<file path="src/rtl/multicycle_datapath_if.sv">
// multicycle_datapath_if: single-port memory request/acknowledge bus
interface multicycle_datapath_if #(parameter int WIDTH = 32);
   logic             mem_req;
   logic             mem_we;
   logic [WIDTH-1:0] mem_addr;
   logic [WIDTH-1:0] mem_wdata;
   logic [WIDTH-1:0] mem_rdata;
   logic             mem_ack;
   modport master (output mem_req, mem_we, mem_addr, mem_wdata, input mem_rdata, mem_ack);
   modport slave (input mem_req, mem_we, mem_addr, mem_wdata, output mem_rdata, mem_ack);
endinterface

</file>
<file path="src/rtl/multicycle_datapath.sv">
// multicycle_datapath: FETCH/DECODE/EXECUTE/MEMORY/WRITEBACK core, R15 aliases pc
module multicycle_datapath #(
   parameter int WIDTH = 32,
   parameter int NREG  = 16
) (
   input  logic                  clk,
   input  logic                  reset,
   multicycle_datapath_if.master mem,
   output logic [WIDTH-1:0]      pc,
   output logic [3:0]            alu_flags,
   output logic                  halted
);
   typedef enum logic [2:0] {FETCH, DECODE, EXECUTE, MEMORY, WRITEBACK, HALT} state_t;
   state_t state, nxt;
   logic [WIDTH-1:0] rf [NREG];
   logic [31:0] ir;
   logic [WIDTH-1:0] a, b, alu_out, mdr;
   logic [WIDTH-1:0] pc4, pc_n, rd_a, rd_b, src_b, bb, sum, res, ea, off, wb_data;
   logic [WIDTH:0] sum_x;
   logic [3:0] cond, cmd, rn, rd, idx_b, flags_n;
   logic [1:0] op;
   logic sub, logic_op, take, fetch_ack;
   always_comb begin
      cond = ir[31:28];
      op = ir[27:26];
      cmd = ir[24:21];
      rn = ir[19:16];
      rd = ir[15:12];
      idx_b = (op == 2'b01 && !ir[20]) ? rd : ir[3:0];
      pc4 = pc + WIDTH'(4);
      rd_a = rn == 4'hF ? pc4 : rf[rn];
      rd_b = idx_b == 4'hF ? pc4 : rf[idx_b];
      src_b = ir[25] ? {{(WIDTH-8){1'b0}}, ir[7:0]} : b;
      sub = cmd == 4'b0010;
      bb = sub ? ~src_b : src_b;
      sum_x = {1'b0, a} + {1'b0, bb} + {{WIDTH{1'b0}}, sub};
      sum = sum_x[WIDTH-1:0];
      logic_op = cmd == 4'b0000 || cmd == 4'b1100;
      res = cmd == 4'b0000 ? a & src_b : cmd == 4'b1100 ? a | src_b : sum;
      flags_n = {logic_op ? 2'b00 : {sum_x[WIDTH], a[WIDTH-1] == bb[WIDTH-1] && sum[WIDTH-1] != a[WIDTH-1]},
                 res[WIDTH-1], res == '0};
      ea = a + {{(WIDTH-12){1'b0}}, ir[11:0]};
      off = {{(WIDTH-26){ir[23]}}, ir[23:0], 2'b00};
      wb_data = op == 2'b01 ? mdr : alu_out;
      take = op != 2'b11 && (cond == 4'hE || (cond == 4'h0 && alu_flags[0]) || (cond == 4'h1 && !alu_flags[0]));
      fetch_ack = state == FETCH && mem.mem_req && mem.mem_ack;
      nxt = state == FETCH ? (fetch_ack ? DECODE : FETCH) :
            state == DECODE ? (cond == 4'hF ? HALT : take ? EXECUTE : FETCH) :
            state == EXECUTE ? (op == 2'b00 ? WRITEBACK : op == 2'b01 ? MEMORY : FETCH) :
            state == MEMORY ? (!mem.mem_ack ? MEMORY : ir[20] ? WRITEBACK : FETCH) :
            state == WRITEBACK ? FETCH : HALT;
      // pc already points past the fetched word, so branches and R15 reads add another 4
      pc_n = fetch_ack ? pc4 :
             (state == EXECUTE && op == 2'b10) ? pc4 + off :
             (state == WRITEBACK && rd == 4'hF) ? wb_data : pc;
   end
   // bus outputs are registered from the next state so a request is live in its first cycle
   always_ff @(posedge clk or negedge reset)
      if (!reset) begin
         state <= FETCH;
         pc <= '0;
         ir <= '0;
         a <= '0;
         b <= '0;
         alu_out <= '0;
         mdr <= '0;
         alu_flags <= '0;
         halted <= 1'b0;
         mem.mem_req <= 1'b0;
         mem.mem_we <= 1'b0;
         mem.mem_addr <= '0;
         mem.mem_wdata <= '0;
         for (int i = 0; i < NREG; i++) rf[i] <= '0;
      end else begin
         state <= nxt;
         pc <= pc_n;
         halted <= nxt == HALT;
         mem.mem_req <= nxt == FETCH || nxt == MEMORY;
         mem.mem_we <= nxt == MEMORY && !ir[20];
         if (nxt == FETCH) mem.mem_addr <= pc_n;
         else if (nxt == MEMORY) begin
            mem.mem_addr <= ea;
            mem.mem_wdata <= b;
         end
         if (fetch_ack) ir <= mem.mem_rdata[31:0];
         if (state == DECODE) begin
            a <= rd_a;
            b <= rd_b;
         end
         if (state == EXECUTE) alu_out <= op == 2'b01 ? ea : res;
         if (state == EXECUTE && op == 2'b00 && ir[20]) alu_flags <= flags_n;
         if (state == MEMORY && mem.mem_ack) mdr <= mem.mem_rdata;
         if (state == WRITEBACK && rd != 4'hF) rf[rd] <= wb_data;
      end
endmodule

</file>
<file path="src/flat_wrapper.sv">
// flat-port wrapper written by rule: the top's interface ports become plain ports
module multicycle_datapath_flat 
#(
   parameter int WIDTH = 32,
   parameter int NREG  = 16
)
  (clk, reset, pc, alu_flags, halted, mem_mem_req, mem_mem_we, mem_mem_addr, mem_mem_wdata, mem_mem_rdata, mem_mem_ack);
  multicycle_datapath_if #(.WIDTH(WIDTH)) mem_i ();
  input  logic clk;
  input  logic reset;
  output logic [WIDTH-1:0] pc;
  output logic [3:0] alu_flags;
  output logic halted;
  output wire logic [$bits(mem_i.mem_req)-1:0] mem_mem_req;
  output wire logic [$bits(mem_i.mem_we)-1:0] mem_mem_we;
  output wire logic [$bits(mem_i.mem_addr)-1:0] mem_mem_addr;
  output wire logic [$bits(mem_i.mem_wdata)-1:0] mem_mem_wdata;
  input wire logic [$bits(mem_i.mem_rdata)-1:0] mem_mem_rdata;
  input wire logic [$bits(mem_i.mem_ack)-1:0] mem_mem_ack;
  assign mem_mem_req = mem_i.mem_req;
  assign mem_mem_we = mem_i.mem_we;
  assign mem_mem_addr = mem_i.mem_addr;
  assign mem_mem_wdata = mem_i.mem_wdata;
  assign mem_i.mem_rdata = mem_mem_rdata;
  assign mem_i.mem_ack = mem_mem_ack;
  multicycle_datapath #(.WIDTH(WIDTH), .NREG(NREG)) u_core (.clk(clk), .reset(reset), .mem(mem_i), .pc(pc), .alu_flags(alu_flags), .halted(halted));
endmodule
</file>
<file path="config.mk">
export PLATFORM = sky130hd
export DESIGN_NAME = multicycle_datapath_flat
export DESIGN_NICKNAME = d
export VERILOG_FILES = /design/src/rtl/multicycle_datapath_if.sv /design/src/rtl/multicycle_datapath.sv /design/src/flat_wrapper.sv
export SDC_FILE = /design/constraint.sdc
export NUM_CORES = 2
export LEC_CHECK = 0
export CAP_MARGIN = 20
export CORE_ASPECT_RATIO = 0.7
export CORE_MARGIN = 1.5
export CORE_UTILIZATION = 50
export CTS_CLUSTER_DIAMETER = 50
export DETAILED_ROUTE_END_ITERATION = 12
export PLACE_DENSITY_LB_ADDON = 0.3
export RECOVER_POWER = 25
export SLEW_MARGIN = 10
export SYNTH_ARGS = -nofsm -noshare
export SYNTH_HDL_FRONTEND = slang
export SYNTH_SLANG_ARGS = --single-unit
</file>
<file path="constraint.sdc">
create_clock -name clk -period 12.7 [get_ports clk]
set_input_delay 1.905 -clock clk [delete_from_list [all_inputs] [get_ports clk]]
set_output_delay 1.905 -clock clk [all_outputs]
set_load 0.1 [all_outputs]
</file>
==> reports/qor.csv <==
metric,value,unit
outcome,"finished, violations left",
failing checks,"capacitance limit, slew limit",
Routed WL,141000,um
Die Width,353,um
"count leader, synth",dfrtp_1,
Die H,248,um
gp weighted congestion,0.998,
"Period Utilization, post-route",0.593,
ys async rst share,1.00,
synthesized flop and latch total,778,
syn nets,4476,
Worst-Margin Slew,3.81,ns
DR iter-0 viols,4392,
Total Routing Usage GR,0.321,
Root Buffer,clkbuf_16,
hold slack final,0.375,ns
Worst VDD drop,283,uV
initial antenna violation count,2,
first-pass GRT wire length,212000,um
hold buffer count at cts,0,
initial core utilization,0.507,
top post-synthesis cells by area,"dfrtp_1, mux4_2, nand2_1",
post-layout min period,7.54,ns
Cell variety after synth,81,
relative slew slack,-1.54,
Nets,4404,
Max Slew Vio Count,504,
post-synth top area cell,dfrtp_1,
Via Count,35300,
Vias/cell,6.44,
sequential share of the synthesized area,0.454,
hold crit path type,reg -> reg,
"EDFF count, synth",0,
CTS Buf Count,76,
# IOs,138,
# Post-CTS Setup Buffers,0,
clk sink count,778,
GR Overflow Total,0,
die area,87600,um^2
area of the mapped netlist,42900,um^2
Crit. End Element,asynchronous set/reset pin,
Final Skew,0.0312,ns
top cell type's share of synthesized area,0.454,
Lkg Pwr,20.4,nW
DR WL/cell,25.7,um
worst-path fanout max,73,
post-CTS sizing,0,
CTS tree,built,
clk buf depth,3,
final non-filler cell area,47700,um^2
number of global-route vias before repair,33000,
RSZ-0062 raised after global routing,false,
post-route antenna net violation count,0,
setup TNS,0,ns
Synth Flop Type,dfrtp_1,
area grow syn2layout,11.2,%
kind of critical path,in -> async,
H-tree lvl count,3,
fin util,0.564,
largest net degree at the start of global routing,163,
Syn Inst Count,4363,
setup ws final,5.16,ns
Power Dens Cells,299,nW/um^2
final hold violation count,0,
crit path launch type,primary input,
Max Clk Rate,133,MHz
"top cells by count, synth","dfrtp_1, nand2_1, o21ai_0",
clk_lat worst skew,0.68,ns
Max Cap Violations,8,
drt first pass iters,6,
fillcell total,7282,
Site Rows,89,
core box area,84600,um^2
layout cell share with drive strength beyond 1,0.130,
drc violations,0,
Yosys warning count,0,
"Setup violations, final",0,
DP Area,45200,um^2
Inserted Diodes,0,
placed wire-length estimate,90100,um
syn avg cell area,9.83,um^2
PortBufs,137,
critical path required time,13.36,ns
"worst slack, placed",7.17,ns
clk slew on worst S/H paths,0.06,ns
crit path DAT,8.20,ns
-- cell type report --
type / count / area (um^2) / area share
clock buffer: 104 / 2150 / 0.0451
clock inverter: 31 / 294 / 0.00616
inverter: 34 / 128 / 0.00268
multi-input combinational: 3177 / 22200 / 0.465
sequential: 778 / 19500 / 0.408
tap: 1137 / 1420 / 0.0298
timing repair buffer: 224 / 2070 / 0.0434
-- worst max-delay path: stages --
cell and delay (ns):
clkbuf_1 2.52, clkbuf_1 2.54, buf_4 1.03
-- metal layers --
layer,GRT usage,vias up,wire [um]
li1,-,15500,-
met1,0.472,17500,59700
met2,0.457,1998,60100
met3,0.0824,302,15500
met4,0.125,4,5610
met5,0,-,23
-- flip-flops by register name (all words and copies together) (netlist names) --
name / cells
u_core.pc: 32
u_core.alu_flags: 4
u_core.rf: 512
u_core.mdr: 32
u_core.mem.mem_wdata: 32
u_core.a: 32
u_core.halted: 1
u_core.mem.mem_addr: 32
u_core.mem.mem_req: 1
u_core.alu_out: 32
u_core.state: 3
u_core.b: 32
u_core.mem.mem_we: 1
u_core.ir: 32
-- worst paths after layout --
path                                       end  slack (ns)  cells after the start     startpoint
setup / recovery                  u_core.a[25]        5.16                      3          reset
hold / removal                    u_core.rf[9]        0.38                      0   u_core.rf[9]
setup reg to reg           u_core.alu_flags[0]        6.93                     15  u_core.ir[23]
hold reg to reg                   u_core.rf[9]        0.38                      0   u_core.rf[9]
max in group clk           u_core.alu_flags[0]        6.93                     15  u_core.ir[23]
min in group asynchronous       u_core.rf[232]        2.50                      1          reset
-- cells in the final DEF (no fill, tap or decap), drive strengths merged, types with 17 or more instances in the layout --
cell type,Yosys,final
mux2i,71,71
nor2,419,419
dfrtp,778,778
clkbuf,327,114
ha,75,75
mux2,35,35
o211ai,23,23
nand3,35,35
clkinv,0,18
inv,34,41
o21a,20,20
buf,47,77
a311oi,35,35
clkdlybuf4s50,0,135
mux4,256,256
xnor2,94,94
a211oi,60,60
nor2b,17,17
nand2b,35,35
xor2,36,36
a31oi,49,49
and3,18,18
a21o,37,37
a21oi,408,408
nand2,761,761
o21ai,427,427
nor3,52,52
o221ai,20,20
-- power breakdown --
group          internal (mW)  leakage (nW)  total [mW]  switching, mW
registers               3.26          10.4        4.11          0.849
clock network           1.26          1.21        2.29           1.03
logic                   2.82          8.76        7.88           5.06
total                   7.34          20.4        14.3           6.94
-- metrics by stage --
stage	power (mW)	instances
global route	15.0	5485
finish	14.3	5485
detailed placement	11.8	5344
global placement	11.7	5343
CTS	14.1	5479
floorplan	9.40	4363
-- kinds of logic after synthesis --
group / Yosys count / synth area share
AOI/OAI and AO/OA: 1183 / 0.161
buffers and inverters: 408 / 0.0361
DFF: 778 / 0.454
xor gates and xnor gates: 130 / 0.0265
and+or+nand+nor: 1424 / 0.138
muxes: 362 / 0.160
adders and majority gates: 78 / 0.0233
Power figures use the tool's default switching activity.
